[config.mk]
export PLATFORM = sky130hd
export DESIGN_NAME = switch_sequencer
export DESIGN_NICKNAME = d
export VERILOG_FILES = /design/src/rtl/switch_sequencer.sv
export SDC_FILE = /design/constraint.sdc
export NUM_CORES = 1
export LEC_CHECK = 0
export CAP_MARGIN = 20
export CORE_ASPECT_RATIO = 1.1
export CORE_MARGIN = 1.5
export CORE_UTILIZATION = 30
export CTS_CLUSTER_DIAMETER = 30
export DETAILED_ROUTE_END_ITERATION = 7
export HOLD_SLACK_MARGIN = 0.08
export PLACE_DENSITY = 0.55
export SLEW_MARGIN = 20
export SYNTH_ARGS = -nofsm -noshare
export SYNTH_HDL_FRONTEND = slang
export SYNTH_SLANG_ARGS = --single-unit
[constraint.sdc]
create_clock -name clk -period 2.46 [get_ports clk]
set_clock_uncertainty 0.15 [all_clocks]
set_input_delay 0.369 -clock clk [delete_from_list [all_inputs] [get_ports clk]]
set_output_delay 0.369 -clock clk [all_outputs]
set_load 0.03 [all_outputs]
[src/rtl/switch_sequencer.sv]
// Debounces five slide switches and two push-buttons, and steps a 0..4 selection index from the buttons.
// Input-to-debounced latency is 2+DB_LEN edges; the selection updates on the same edge its button debounces high.
module switch_sequencer #(
   parameter int DB_LEN = 4
) (
   input  logic       clk,
   input  logic       rst,
   input  logic [4:0] sw_raw,
   input  logic       btn_step,
   input  logic       btn_back,
   output logic [4:0] left_in,
   output logic [2:0] sel,
   output logic       sel_changed
);

   localparam int CW = ($clog2(DB_LEN) < 1) ? 1 : $clog2(DB_LEN);
   localparam logic [CW-1:0] CNT_MAX = CW'(DB_LEN - 1);
   localparam int NB = 7;
   localparam int STEP_BIT = 5;
   localparam int BACK_BIT = 6;

   localparam logic [2:0] SEL0 = 3'd0;
   localparam logic [2:0] SEL1 = 3'd1;
   localparam logic [2:0] SEL2 = 3'd2;
   localparam logic [2:0] SEL3 = 3'd3;
   localparam logic [2:0] SEL4 = 3'd4;

   logic [NB-1:0]         raw;
   logic [NB-1:0]         sync1_q, sync1_d;
   logic [NB-1:0]         s_q, s_d;
   logic [NB-1:0]         db_q, db_d;
   logic [NB-1:0][CW-1:0] cnt_q, cnt_d;
   logic [2:0]            sel_q, sel_d;
   logic                  chg_q, chg_d;
   logic                  step_p, back_p;

   assign raw = {btn_back, btn_step, sw_raw};

   always_comb begin
      sync1_d = raw;
      s_d     = sync1_q;
      for (int i = 0; i < NB; i++) begin
         db_d[i]  = db_q[i];
         cnt_d[i] = '0;
         if (s_q[i] != db_q[i]) begin
            if (cnt_q[i] == CNT_MAX) begin
               db_d[i] = s_q[i];
            end else begin
               cnt_d[i] = cnt_q[i] + CW'(1);
            end
         end
      end
   end

   // The debounced register itself is the edge-detect history, so a press acts on the edge it is accepted.
   assign step_p = db_d[STEP_BIT] & ~db_q[STEP_BIT];
   assign back_p = db_d[BACK_BIT] & ~db_q[BACK_BIT];

   always_comb begin
      sel_d = sel_q;
      chg_d = 1'b0;
      if (step_p && !back_p) begin
         chg_d = 1'b1;
         case (sel_q)
            SEL0:    sel_d = SEL1;
            SEL1:    sel_d = SEL2;
            SEL2:    sel_d = SEL3;
            SEL3:    sel_d = SEL4;
            default: sel_d = SEL0;
         endcase
      end else if (back_p && !step_p) begin
         chg_d = 1'b1;
         case (sel_q)
            SEL1:    sel_d = SEL0;
            SEL2:    sel_d = SEL1;
            SEL3:    sel_d = SEL2;
            SEL4:    sel_d = SEL3;
            default: sel_d = SEL4;
         endcase
      end
   end

   always_ff @(posedge clk or posedge rst) begin
      if (rst) begin
         sync1_q <= '0;
         s_q     <= '0;
         db_q    <= '0;
         cnt_q   <= '0;
         sel_q   <= SEL0;
         chg_q   <= 1'b0;
      end else begin
         sync1_q <= sync1_d;
         s_q     <= s_d;
         db_q    <= db_d;
         cnt_q   <= cnt_d;
         sel_q   <= sel_d;
         chg_q   <= chg_d;
      end
   end

   assign left_in     = db_q[4:0];
   assign sel         = sel_q;
   assign sel_changed = chg_q;

endmodule

Word level (Yosys, flattened, before mapping)
Cells that the tools add are included.

$mul: 0. Shifts and indexed selects: 0. $add $sub $neg: 7. Bitwise operators: 4. Multiplexer cells: 24. $lt $le $gt $ge: 0. Reductions and logical operators: 11. Divide/modulo/power cells: 0. Equality and inequality tests: 18.

Operator list (number): 2-bit two-way mux (14); 3-bit one-hot mux with 4 select lines (2); 2-bit by 1-bit adder with 2-bit output (second input constant) (7); 2-bit == test (second input constant) (7); 2-bit AND reduction (5); 1-bit inequality test (7); 3-bit by 2-bit == test with 1-bit output (second input constant) (2); 1-bit two-way mux (6); 3-bit two-way mux (2); 3-bit by 1-bit == test with 1-bit output (second input constant) (1); 3-bit == test (second input constant) (1); 3-bit zero test (1); 1-bit AND (2); 1-bit logical AND (2); 1-bit zero test (2); 1-bit NOT (2); 2-bit nonzero test (1).

Register bits: 39. Bits in read-only memories: 0. Bits in writable memories: 0. Output and inout port bits: 9. Bits in latches: 0. Logic and storage cells: 81. Memories: 0.

Depth between registers and ports, before layout
Word-level depth: 8. Gate-level depth with buffers: 6. Mapped depth without buffers: 6.

Worst setup path after synthesis
Ideal clock, no wire load.

Kind: register -> register. Start: register cnt_q[10] (netlist name). End: register sel_q[2] (netlist: sel[2]). Data arrival time: 1680 ps. Stages on the path, launching flop included: 6. Slack: 544 ps. Buffers on the path: 0. Cells stage by stage: dfrtp_1 ha_1 and3b_1 ha_1 or4_4 o221ai_2.

Word-level cells in the longest chain between the ends: 7. Elaborated cells on any way between the ends: 9.

RTL lines: start, declared (RTL line 32) `logic [NB-1:0][CW-1:0] cnt_q, cnt_d;`; start signal, assigned (RTL line 95) `cnt_q <= cnt_d;`; 2-bit == test * (RTL line 46) `if (cnt_q[i] == CNT_MAX) begin`; 1-bit two-way mux * (RTL line 46); 1-bit two-way mux * (RTL line 45) `if (s_q[i] != db_q[i]) begin`; 1-bit AND * (RTL line 56) `assign step_p = db_d[STEP_BIT] & ~db_q[STEP_BIT];`; 1-bit zero test (RTL line 71) `end else if (back_p && !step_p) begin`; 1-bit logical AND (RTL line 71); 2-bit nonzero test (no line); end signal, assigned (RTL line 96) `sel_q <= sel_d;`; end, declared (RTL line 33) `logic [2:0] sel_q, sel_d;`.

Every way passes the cells marked *; elsewhere a longest branch is shown, timed or not. A chain may end at the register's enable or synchronous reset.

Worst setup path in the final report
Start: register sel_q[1] (netlist: sel[1]). End: output sel[1].

RTL lines: end, declared (RTL line 12) `output logic [2:0] sel,`.

No word-level cell between the ends.

==> reports/results.ini <==
[clock_network]
insertion_delay_ns = 0.28
cts-root-buf = clkbuf_8
numCtsBuffers = 5
clkTransAtPathRegs_ns = 0.07
cts_resized = 0
cts_setup_buffers = 0
cts.sinks = 39
hold_buffers = 0
h-tree-depth = 2
cts_tree = yes
cts_max_path_buffers = 2

[drt]
postRouteAntennaNets = 0
wl_per_cell_um = 11.4
vias = 791
remaining_drc_errors = 0
via_per_inst = 4.42
drt_iter0_markers = 38
wl_mm = 2.04
drt-pass1-iter-count = 2

[power_and_ir_drop]
p_leak_uw = 0.000808
cellPowerDensity_mw_per_mm2 = 1170
ir_drop_mv = 0.521

[synth]
yosys_warnings = 0
seq_area_frac_synth = 0.658
ys_seq_elements = 39
yosysTopAreaCellShare = 0.658
syn_avg_cell_area_sq_um = 14.5
syn_area_sq_mm = 0.00148
synth_top_area_cell = dfrtp_1
synth_area_leaders = dfrtp_1 66%, ha_1 6.7%, mux2_2 5.3%, xnor2_1 3.5%, nor2b_1 3.4%
ys_types = 24
synth_cells = 102
syn-num-nets = 119

[worst_setup_path]
cp.required_ns = 1.94
cp_slowest_cell = clkdlybuf4s50_1
cp-end-kind = output pin
r2r_setup_slack_ns = 0.45
crit_fanout = 9
worst-path-buf-inv = 1
start_kind = flip-flop
crit-reg2reg-launch = cnt_q[10]
reg2reg_to = sel[2]
path_delay_family = buffers and inverters
reg2reg_depth = 5
cp_slowest_stage_delay_ns = 0.73
worstSetupPathType = reg -> out
crit_chain = clkdlybuf4s50_1
arrival_ns = 1.50

[sta]
finalMaxSlewViolations = 0
finalCritPeriodShare = 0.821
rsz0062_at_grt = no
setup_violations = 0
timing.fmax_ghz = 0.495
worstMarginPinSlew_ns = 0.466
setup_tns_ns = 0
slew_headroom = 0.689
setup_ws_ns = 0.441
hold_violations = 0
timing.final.crit_period_ns = 2.02

[placement]
dp_slack_ns = 0.451
io_buffers = 17
hpwlAfterDp_mm = 1.42
place.gp.congestion = 0.736

[floorplan]
die-area_sq_mm = 0.00538
core.rowCount = 26
core_area_sq_mm = 0.00472
start_util = 0.315
die_h_um = 76.8
dieWidth_um = 70.1
ios = 18

[min_path]
hp-start = s_d[2]
worstHoldPathType = reg -> reg
min_to = s_q[2]
holdPathStages = 0

[layout]
fin_util = 0.381
fin_nets = 139
drive_gt1_frac = 0.163
diodes = 0
synthToLayoutAreaGrowth_pct = 21.2

[global_routing]
grtUsageTotal = 0.0859
grt-ovfl-total = 0
grt_max_degree = 40
grt_pass1_vias = 806
grt_pass1_wl_mm = 3.58
antenna_found_initial = 0

[job]
max_cap_violations = 0

[status]
outcome = completed

==> placed cells by master (no fill, tap or decap) <==
cell type	count
clkdlybuf4s50_1	17
clkinvlp_4	1
and2_1	1
nor2b_1	8
or4_4	1
dfrtp_1	39
o211ai_2	1
inv_1	4
nor3b_1	2
nor2_1	1
mux2_2	7
nor3_1	6
a31oi_1	1
nand2_1	1
a21o_2	1
buf_4	1
xnor2_1	6
ha_1	8
or3_1	1
xor2_1	1
o21ai_0	3
and3b_1	1
nand3b_1	1
nand4_1	1
clkbuf_8	7
o221ai_2	1
o311ai_1	1
==> kinds of logic after synthesis <==
logic type / share of synthesized area
adder cells (fa/ha/maj): 0.0675
AND/OR/NAND/NOR: 0.100
XOR/XNOR: 0.0413
multiplexers: 0.0531
buffers and inverters: 0.0354
AO/OA/AOI/OAI: 0.0447
flip-flops: 0.658
==> layout make-up <==
class | instances | area (sq um)
Fill cell | 448 | 2920
Inverter | 4 | 15.0
Clock buffer | 7 | 96.3
Tap cell | 56 | 70.1
Clock inverter | 1 | 7.51
Multi-Input combinational cell | 54 | 455
Timing Repair Buffer | 18 | 178
Sequential cell | 39 | 976
==> metrics by stage <==
step | total power (uW) | hold WS [ns] | instances | area, sq um
detailed placement | 1670 | 0.186 | 171 | 1690
floorplan | 1490 | 0.181 | 102 | 1480
finish | 2110 | 0.200 | 179 | 1800
global route | 2260 | 0.210 | 179 | 1800
global placement | 1630 | 0.183 | 171 | 1690
CTS | 2150 | 0.204 | 179 | 1800
==> cells in the mapped netlist <==
| library cell | n |
|---|---|
| a21o_2 | 1 |
| a31oi_1 | 1 |
| and2_1 | 1 |
| and3b_1 | 1 |
| buf_4 | 5 |
| dfrtp_1 | 39 |
| ha_1 | 8 |
| inv_1 | 4 |
| mux2_2 | 7 |
| nand2_1 | 1 |
| nand3b_1 | 1 |
| nand4_1 | 1 |
| nor2_1 | 1 |
| nor2b_1 | 8 |
| nor3_1 | 6 |
| nor3b_1 | 2 |
| o211ai_2 | 1 |
| o21ai_0 | 3 |
| o221ai_2 | 1 |
| o311ai_1 | 1 |
| or3_1 | 1 |
| or4_4 | 1 |
| xnor2_1 | 6 |
| xor2_1 | 1 |
==> worst max path at each step <==
stage / start / to / slack, ns / cells after the start
finish: sel[1] / sel[1] / 0.44 / 1
global route: cnt_q[10] / sel[1] / 0.34 / 6
CTS: sel[1] / sel[1] / 0.42 / 1
detailed placement: cnt_q[10] / sel[2] / 0.45 / 5
global placement: cnt_q[10] / sel[2] / 0.51 / 5
floorplan: cnt_q[10] / sel[2] / 0.54 / 5
==> flip-flops by register name (all words and copies together), names as in the netlist <==
signal,flops
sel_changed,1
s_d,7
sel,3
cnt_q,14
s_q,7
db_q,7
==> report_power, final <==
group | total, uW | switching (uW) | internal, uW
clock | 455 | 200 | 255
combinational | 685 | 338 | 347
sequential | 968 | 139 | 830
==> metal layers <==
layer,vias to the layer above,track usage,wire length [um],share of wire
li1,382,-,-,-
met5,-,0,0,0
met1,389,0.102,919,0.45
met4,0,0.0404,29,0.014
met2,15,0.130,995,0.49
met3,5,0.0407,96,0.047
Power figures use the tool's default switching activity.
